`src/rtl/vga_timing_gen.sv`:
```
// Raster timing generator: pixel/line counters, active qualifiers, sync pulses and
// line/frame strobes, started and stopped only on frame boundaries by tg_enable.
module vga_timing_gen #(
    parameter int unsigned H_ACTIVE  = 640,
    parameter int unsigned H_FP      = 16,
    parameter int unsigned H_SYNC    = 96,
    parameter int unsigned H_BP      = 48,
    parameter int unsigned V_ACTIVE  = 480,
    parameter int unsigned V_FP      = 10,
    parameter int unsigned V_SYNC    = 2,
    parameter int unsigned V_BP      = 33,
    parameter bit          HSYNC_POL = 1'b0,
    parameter bit          VSYNC_POL = 1'b0
) (
    input  logic        pxl_clk,
    input  logic        pxl_rst_n,
    input  logic        tg_enable,
    output logic [31:0] horz_res,
    output logic [31:0] vert_res,
    output logic [31:0] horz_cnt,
    output logic [31:0] vert_cnt,
    output logic        horz_active,
    output logic        vert_active,
    output logic        frame_active,
    output logic        hsync,
    output logic        vsync,
    output logic        line_start,
    output logic        frame_start,
    output logic        running
);

    localparam int unsigned H_TOTAL = H_ACTIVE + H_FP + H_SYNC + H_BP;
    localparam int unsigned V_TOTAL = V_ACTIVE + V_FP + V_SYNC + V_BP;
    localparam int unsigned HS_BEG  = H_ACTIVE + H_FP;
    localparam int unsigned HS_END  = HS_BEG + H_SYNC;
    localparam int unsigned VS_BEG  = V_ACTIVE + V_FP;
    localparam int unsigned VS_END  = VS_BEG + V_SYNC;

    // S_ARM gives the one-cycle start latency out of IDLE without touching the raster.
    typedef enum logic [1:0] {S_IDLE, S_ARM, S_RUN, S_DRAIN} state_t;

    state_t      r_state;
    state_t      w_state_nxt;
    logic [31:0] r_horz_cnt;
    logic [31:0] r_vert_cnt;
    logic [31:0] w_h_nxt;
    logic [31:0] w_v_nxt;
    logic        w_h_wrap;
    logic        w_frame_end;
    logic        w_count;
    logic        w_h_act;
    logic        w_v_act;
    logic        w_hs_on;
    logic        w_vs_on;
    logic        r_horz_active;
    logic        r_vert_active;
    logic        r_frame_active;
    logic        r_hsync;
    logic        r_vsync;
    logic        r_line_start;
    logic        r_frame_start;
    logic        r_running;

    always_comb begin
        w_h_wrap    = (r_horz_cnt == 32'(H_TOTAL - 1));
        w_frame_end = w_h_wrap && (r_vert_cnt == 32'(V_TOTAL - 1));
        w_state_nxt = r_state;
        w_h_nxt     = '0;
        w_v_nxt     = '0;
        case (r_state)
            S_IDLE:  if (tg_enable) w_state_nxt = S_ARM;
            S_ARM:   w_state_nxt = S_RUN;
            default: begin
                if (w_frame_end) begin
                    w_state_nxt = tg_enable ? S_RUN : S_IDLE;
                end else begin
                    w_state_nxt = tg_enable ? S_RUN : S_DRAIN;
                end
                if (w_state_nxt != S_IDLE) begin
                    if (w_h_wrap) begin
                        w_h_nxt = '0;
                        w_v_nxt = (r_vert_cnt == 32'(V_TOTAL - 1)) ? '0 : r_vert_cnt + 32'd1;
                    end else begin
                        w_h_nxt = r_horz_cnt + 32'd1;
                        w_v_nxt = r_vert_cnt;
                    end
                end
            end
        endcase
        // Decode from the next counter values so registered flags line up with the counters.
        w_count = (w_state_nxt == S_RUN) || (w_state_nxt == S_DRAIN);
        w_h_act = w_count && (w_h_nxt < H_ACTIVE);
        w_v_act = w_count && (w_v_nxt < V_ACTIVE);
        w_hs_on = w_count && (w_h_nxt >= HS_BEG) && (w_h_nxt < HS_END);
        w_vs_on = w_count && (w_v_nxt >= VS_BEG) && (w_v_nxt < VS_END);
    end

    always_ff @(posedge pxl_clk or negedge pxl_rst_n) begin
        if (!pxl_rst_n) begin
            r_state        <= S_IDLE;
            r_horz_cnt     <= '0;
            r_vert_cnt     <= '0;
            r_horz_active  <= 1'b0;
            r_vert_active  <= 1'b0;
            r_frame_active <= 1'b0;
            r_hsync        <= ~HSYNC_POL;
            r_vsync        <= ~VSYNC_POL;
            r_line_start   <= 1'b0;
            r_frame_start  <= 1'b0;
            r_running      <= 1'b0;
        end else begin
            r_state        <= w_state_nxt;
            r_horz_cnt     <= w_h_nxt;
            r_vert_cnt     <= w_v_nxt;
            r_horz_active  <= w_h_act;
            r_vert_active  <= w_v_act;
            r_frame_active <= w_h_act && w_v_act;
            r_hsync        <= w_hs_on ? HSYNC_POL : ~HSYNC_POL;
            r_vsync        <= w_vs_on ? VSYNC_POL : ~VSYNC_POL;
            r_line_start   <= w_count && (w_h_nxt == '0);
            r_frame_start  <= w_count && (w_h_nxt == '0) && (w_v_nxt == '0);
            r_running      <= w_count;
        end
    end

    assign horz_res     = 32'(H_ACTIVE);
    assign vert_res     = 32'(V_ACTIVE);
    assign horz_cnt     = r_horz_cnt;
    assign vert_cnt     = r_vert_cnt;
    assign horz_active  = r_horz_active;
    assign vert_active  = r_vert_active;
    assign frame_active = r_frame_active;
    assign hsync        = r_hsync;
    assign vsync        = r_vsync;
    assign line_start   = r_line_start;
    assign frame_start  = r_frame_start;
    assign running      = r_running;

endmodule

```
`config.mk`:
```
export PLATFORM = sky130hd
export DESIGN_NAME = vga_timing_gen
export DESIGN_NICKNAME = d
export VERILOG_FILES = /design/src/rtl/vga_timing_gen.sv
export SDC_FILE = /design/constraint.sdc
export NUM_CORES = 1
export LEC_CHECK = 0
export ABC_AREA = 1
export CAP_MARGIN = 20
export CORE_MARGIN = 8
export CORE_UTILIZATION = 45
export DETAILED_ROUTE_END_ITERATION = 12
export PLACE_DENSITY = 0.73
export REMOVE_ABC_BUFFERS = 1
export SLEW_MARGIN = 20
export SYNTH_ARGS = -nofsm -noshare
export SYNTH_HDL_FRONTEND = slang
export SYNTH_SLANG_ARGS = --single-unit
```
`constraint.sdc`:
```
create_clock -name pxl_clk -period 6 [get_ports pxl_clk]
set_input_delay 0.6 -clock pxl_clk [delete_from_list [all_inputs] [get_ports pxl_clk]]
set_output_delay 0.6 -clock pxl_clk [all_outputs]
set_load 0.005 [all_outputs]
```
-- After elaboration in Yosys (flattened, before gate mapping)
Cells that the tools add are included.
- flip-flop bits (word level): 74
- input bits: 3
- word-level logic and storage cells: 55
- add/sub/neg operators: 2
- magnitude comparators: 6
- eq/ne operators: 5
- muxes and demuxes: 15
- reductions and logical operators: 16
- operator list (kind ; count):
    32-bit two-way mux ; 7
    32-bit by 1-bit adder with 32-bit output (second input constant) ; 2
    32-bit by 10-bit == test with 1-bit output (second input constant) ; 2
    32-bit zero test ; 2
    32-bit by 10-bit less-than comparator with 1-bit output (second input constant) ; 2
    32-bit by 9-bit less-than comparator with 1-bit output (second input constant) ; 2
    32-bit by 10-bit greater-or-equal comparator with 1-bit output (second input constant) ; 1
    32-bit by 9-bit greater-or-equal comparator with 1-bit output (second input constant) ; 1
    1-bit logical AND ; 10
    2-bit two-way mux ; 4
    2-bit == test (second input constant) ; 2
    2-bit one-hot mux with 2 select lines ; 1
    1-bit two-way mux ; 3
    2-bit by 1-bit == test with 1-bit output (second input constant) ; 1
    2-bit zero test ; 1
    2-bit nonzero test ; 1
    2-bit OR reduction ; 1
    1-bit logical OR ; 1

-- Longest topological paths before layout
- depth after elaboration: 11
- gate-level depth with buffers: 17
- depth with buffers taken out: 17

-- Least setup slack after synthesis
No wires, ideal clock.
- path kind: register to register
- start: reg r_horz_cnt[0] (netlist: horz_cnt[0])
- end: reg r_vert_active (netlist: vert_active)
- setup time: 0.116 ns
- data arrival time: 1.833 ns
- data required time: 5.884 ns
- slack: 4.051 ns
- stages on the path, launching flop included: 16
- path buffers: 1
- period minus slack after synthesis: 1.949 ns
- cells stage by stage: dfrtp_1 -> ha_1 -> nand2_2 -> clkinv_4 -> nand2_2 -> nor2_4 -> nand4_2 -> buf_6 -> nand2_1 -> nand3_2 -> nand2_1 -> nor2_2 -> nand3_2 -> nor2_1 -> nand2_1 -> inv_1
- word-level cells in the longest chain between the ends: 9
- RTL lines (item ; line ; RTL):
    start: declaration ; 44 ; logic [31:0] r_horz_cnt;
    start signal: assignment ; 113 ; r_horz_cnt <= w_h_nxt;
    32-bit by 10-bit == test with 1-bit output (*) ; 65 ; w_h_wrap = (r_horz_cnt == 32'(H_TOTAL - 1));
    1-bit logical AND ; 66 ; w_frame_end = w_h_wrap && (r_vert_cnt == 32'(V_TOTAL - 1));
    2-bit two-way mux ; 74 ; if (w_frame_end) begin
    2-bit two-way mux ; 70 ; case (r_state)
    2-bit nonzero test ; 79 ; if (w_state_nxt != S_IDLE) begin
    32-bit two-way mux ; 79 ;
    32-bit two-way mux ; 70 ;
    32-bit by 9-bit less-than comparator with 1-bit output ; 93 ; w_v_act = w_count && (w_v_nxt < V_ACTIVE);
    1-bit logical AND (*) ; 93 ;
    via w_v_act ; 52 ; logic w_v_act;
    end signal: assignment ; 116 ; r_vert_active <= w_v_act;
    end: declaration ; 56 ; logic r_vert_active;
Mark *: on every way through the listed nets, which the timed path passes. The rest lies on a longest branch. The select of a mux whose other input is x is not followed.

-- Final worst setup path
- start: reg r_horz_cnt[0] (netlist: horz_cnt[0])
- end: reg r_vert_active (netlist: vert_active)
- word-level cells in the longest chain between the ends: 9
- RTL lines (item ; line ; RTL):
    32-bit by 10-bit == test with 1-bit output (*) ; 65 ;
    1-bit logical AND ; 66 ;
    2-bit two-way mux ; 74 ;
    2-bit two-way mux ; 70 ;
    2-bit nonzero test ; 79 ;
    32-bit two-way mux (*) ; 79 ;
    32-bit two-way mux (*) ; 70 ;
    via w_v_nxt[6] ; 47 ; logic [31:0] w_v_nxt;
    32-bit by 9-bit less-than comparator with 1-bit output (*) ; 93 ;
    1-bit logical AND (*) ; 93 ;
    via w_v_act ; 52 ;
Marks and branches as above.

==> metrics.csv <==
stage;metric;value;unit
run_status;status;finished, final reports clean;
cts;Post-CTS Setup Bufs;0;
sta;hold_ws;0.4096;ns
placement;GP Congestion;0.9230;
sta;fmax;364.6;MHz
global_routing;grt peak-use layer;met2;
synthesis;Synth async-reset ratio;100.0;%
global_routing;first-pass GRT wire length;29250;um
cts;post-CTS sizing;0;
synthesis;FF+latch count, synth;74;
finish;Layout fillers;1380;
global_routing;total gr overflow;0;
placement;DP Area;6691;um2
routing;Final ANT Viol Nets;0;
critical_path;Critical Path Slowest Stage Cell;nand4_2;
finish;fin util;53.05;%
sta;worst setup margin;3.257;ns
placement;Detailed Place HPWL;13870;um
sta;Worst Skew;0.008353;ns
global_routing;met3 usage;6.479;%
synthesis;Synth area leader;dfrtp_1;
critical_path;critical-path cell list;ha_1, nand2_2, clkinv_4, nand2_2, nor2_4, nand4_2, nand2_1, nand3_1, inv_1, nand3_1, nor2_1, nor2_1, nand2_1, inv_1;
critical_path;crit end category;flip-flop;
cts;Max clock buf depth;2;
critical_path;WP buf/inv;3;
floorplan;core area;13240;um2
critical_path;CP Launch Type;flip-flop;
finish;most common cell after layout, fill and taps aside;nand2_1;
floorplan;Row Count;42;
pwr;overall power;1.126;mW
critical_path;cell family with most CP delay;simple AND/OR/NAND/NOR gates;
critical_path;number of cells on the critical path;14;
sta;crit share post-route;45.71;%
cts;Reg clk slew, reported paths;0.06;ns
routing;Vias per Instance;4.865;
finish;layout cells sized above 1;7.890;%
cts;H-tree depth reported by CTS;3;
sta;Slew headroom;35.99;%
pwr;leakage power;3.846;nW
placement;DP Worst Slack;3.266;ns
cts;CTS tree;built;
synthesis;Seq/Total Area, Yosys;30.42;%
sta;unrepaired setup endpoints after global routing;no;
floorplan;Ports;139;
global_routing;pin count of the biggest net entering global routing;75;
floorplan;DIE HEIGHT;132.4;um
global_routing;vias in the first global route;5806;
synthesis;syn_area_per_cell;6.252;um2
finish;FF+latch area;1858;um2
finish;Area Growth Syn to Fin;15.25;%
routing;WL final;17930;um
sta;measured slew at the worst slew-check pin;0.9602;ns
synthesis;Mapped Area;6096;um2
synthesis;synth warn;0;
sta;final setup fails;0;
placement;# placed instances;1212;
floorplan;DIE AREA;17530;um2
synthesis;cells after synthesis;975;
synthesis;Post-synth EDFFs;0;
critical_path;Crit Reg-Reg Startpoint;horz_cnt[0]$_DFF_PN0_;
global_routing;met2 usage;34.84;%
pwr;power per cell area;160.3;nW/um2
synthesis;top cells by area, synth;dfrtp_1, nand2_1, nor2_1;
pwr;IR Drop Worst-Case VDD;116.6;uV
flow_run;max cap viols;0;
sta;Setup TNS Final;0;ns
finish;diode count;0;
floorplan;die width;132.4;um
routing;DR pass1 iterations;5;
synthesis;Most used DFF post-synth;dfrtp_1;
routing;DR iter-0 viols;429;
critical_path;CP required;6.24;ns
cts;clock net sink count;74;
routing;Residual DRC;0;
global_routing;initial antenna violation count;0;
cts;CTS root buf;clkbuf_16;
routing;wire per inst;14.60;um
finish;most frequent cells in the layout;nand2_1, nor2_1, inv_1, nand3_1, clkdlybuf4s50_1;
finish;post-route design area;7025;um2
sta;fin crit period;2.743;ns
synthesis;Synth top area share;29.56;%
routing;vias after detailed routing;5974;
placement;Port Buf Inserts;74;
cts;clk_lat worst skew;0.34;ns
sta;Final Hold Viols;0;
finish;Post-Layout Cell Count;1228;
hold_path;Hold Crit Class;input port to async pin;
global_routing;GR Layer Usage met1;24.07;%
cts;cts bufs inserted;9;
critical_path;r2r endpoint;vert_active$_DFF_PN0_;
global_routing;GRT Overall Usage;20.59;%
critical_path;Critical Path Fanout Max;28;
finish;multi-input logic area;3351;um2
critical_path;Setup CP Type;flip-flop to flip-flop;
critical_path;FF-to-FF path depth;14;
sta;Pins Over Slew Limit;0;
finish;nets;1053;
floorplan;initial core utilization;46.03;%
cts;Post-CTS Hold Fix Bufs;0;
critical_path;FF-to-FF setup slack;3.26;ns
synthesis;post-synthesis cell type count;35;
critical_path;crit-path max cell delay;0.62;ns
critical_path;critical path data arrival time;2.98;ns
-- state kept, by name, summed over array words and instances, names as in the netlist --
register and cells:
horz_cnt 32, vert_cnt 32, r_state 2, frame_active 1, frame_start 1, horz_active 1, hsync 1, line_start 1
running 1, vert_active 1, vsync 1
-- cells by family after synthesis --
| logic type | count (synthesis) | synth area share [%] |
|---|---|---|
| buffers and inverters | 214 | 18.43 |
| AO/OA/AOI/OAI | 25 | 2.196 |
| other | 2 | 0.1232 |
| flip-flops | 74 | 30.42 |
| adder cells (fa/ha/maj) | 3 | 0.6158 |
| AND/OR/NAND/NOR | 646 | 46.63 |
| XOR/XNOR | 11 | 1.580 |
-- layer usage --
metal	wire, um	part of all wire [%]	vias up
li1	-	-	3001
met4	471	2.6	0
met1	7324	41	2720
met3	1395	7.8	32
met5	0	0	-
met2	8736	49	221
-- final cells by class --
| type | instances | share of cell area, % |
|---|---|---|
| well taps | 176 | 3.134 |
| inverters | 139 | 7.498 |
| clock buffers | 12 | 3.651 |
| clock inverters | 4 | 1.069 |
| flip-flops and latches | 74 | 26.45 |
| repair buffers | 74 | 10.51 |
| multi-input cells | 749 | 47.69 |
-- synth_stat cells (all sizes together) (4+ instances only) --
cell	n
nor2	181
nor3	14
a21oi	4
or2	5
buf	73
dfrtp	72
nand3	98
inv	135
nand4	15
o21ai	17
xor2	11
clkinv	4
nand2	332
-- worst register-to-register path: stages (launching register included) --
cell and delay (ns):
dfrtp_1 0.43, ha_1 0.22, nand2_2 0.09, clkinv_4 0.09, nand2_2 0.09, nor2_4 0.16
nand4_2 0.62, nand2_1 0.23, nand3_1 0.13, inv_1 0.11, nand3_1 0.09, nor2_1 0.17
nor2_1 0.07, nand2_1 0.11, inv_1 0.05
-- where the power goes --
group	internal, mW	switching [mW]
logic	0.00132	0.0209
clock network	0.387	0.217
registers	0.499	0.000220
total	0.888	0.238
-- how the worst max path moves through the flow --
stage                                     start                     end  slack, ns
after CTS                 horz_cnt[0]$_DFF_PN0_   vert_active$_DFF_PN0_       3.22
after detailed placement  horz_cnt[0]$_DFF_PN0_   vert_active$_DFF_PN0_       3.27
after global routing      horz_cnt[0]$_DFF_PN0_   vert_active$_DFF_PN0_       2.97
final                     horz_cnt[0]$_DFF_PN0_   vert_active$_DFF_PN0_       3.26
after global placement    horz_cnt[0]$_DFF_PN0_   vert_active$_DFF_PN0_       3.27
after floorplan            r_state[1]$_DFF_PN0_  frame_active$_DFF_PN0_       3.44
No activity file was read; power rests on OpenSTA's default activity.
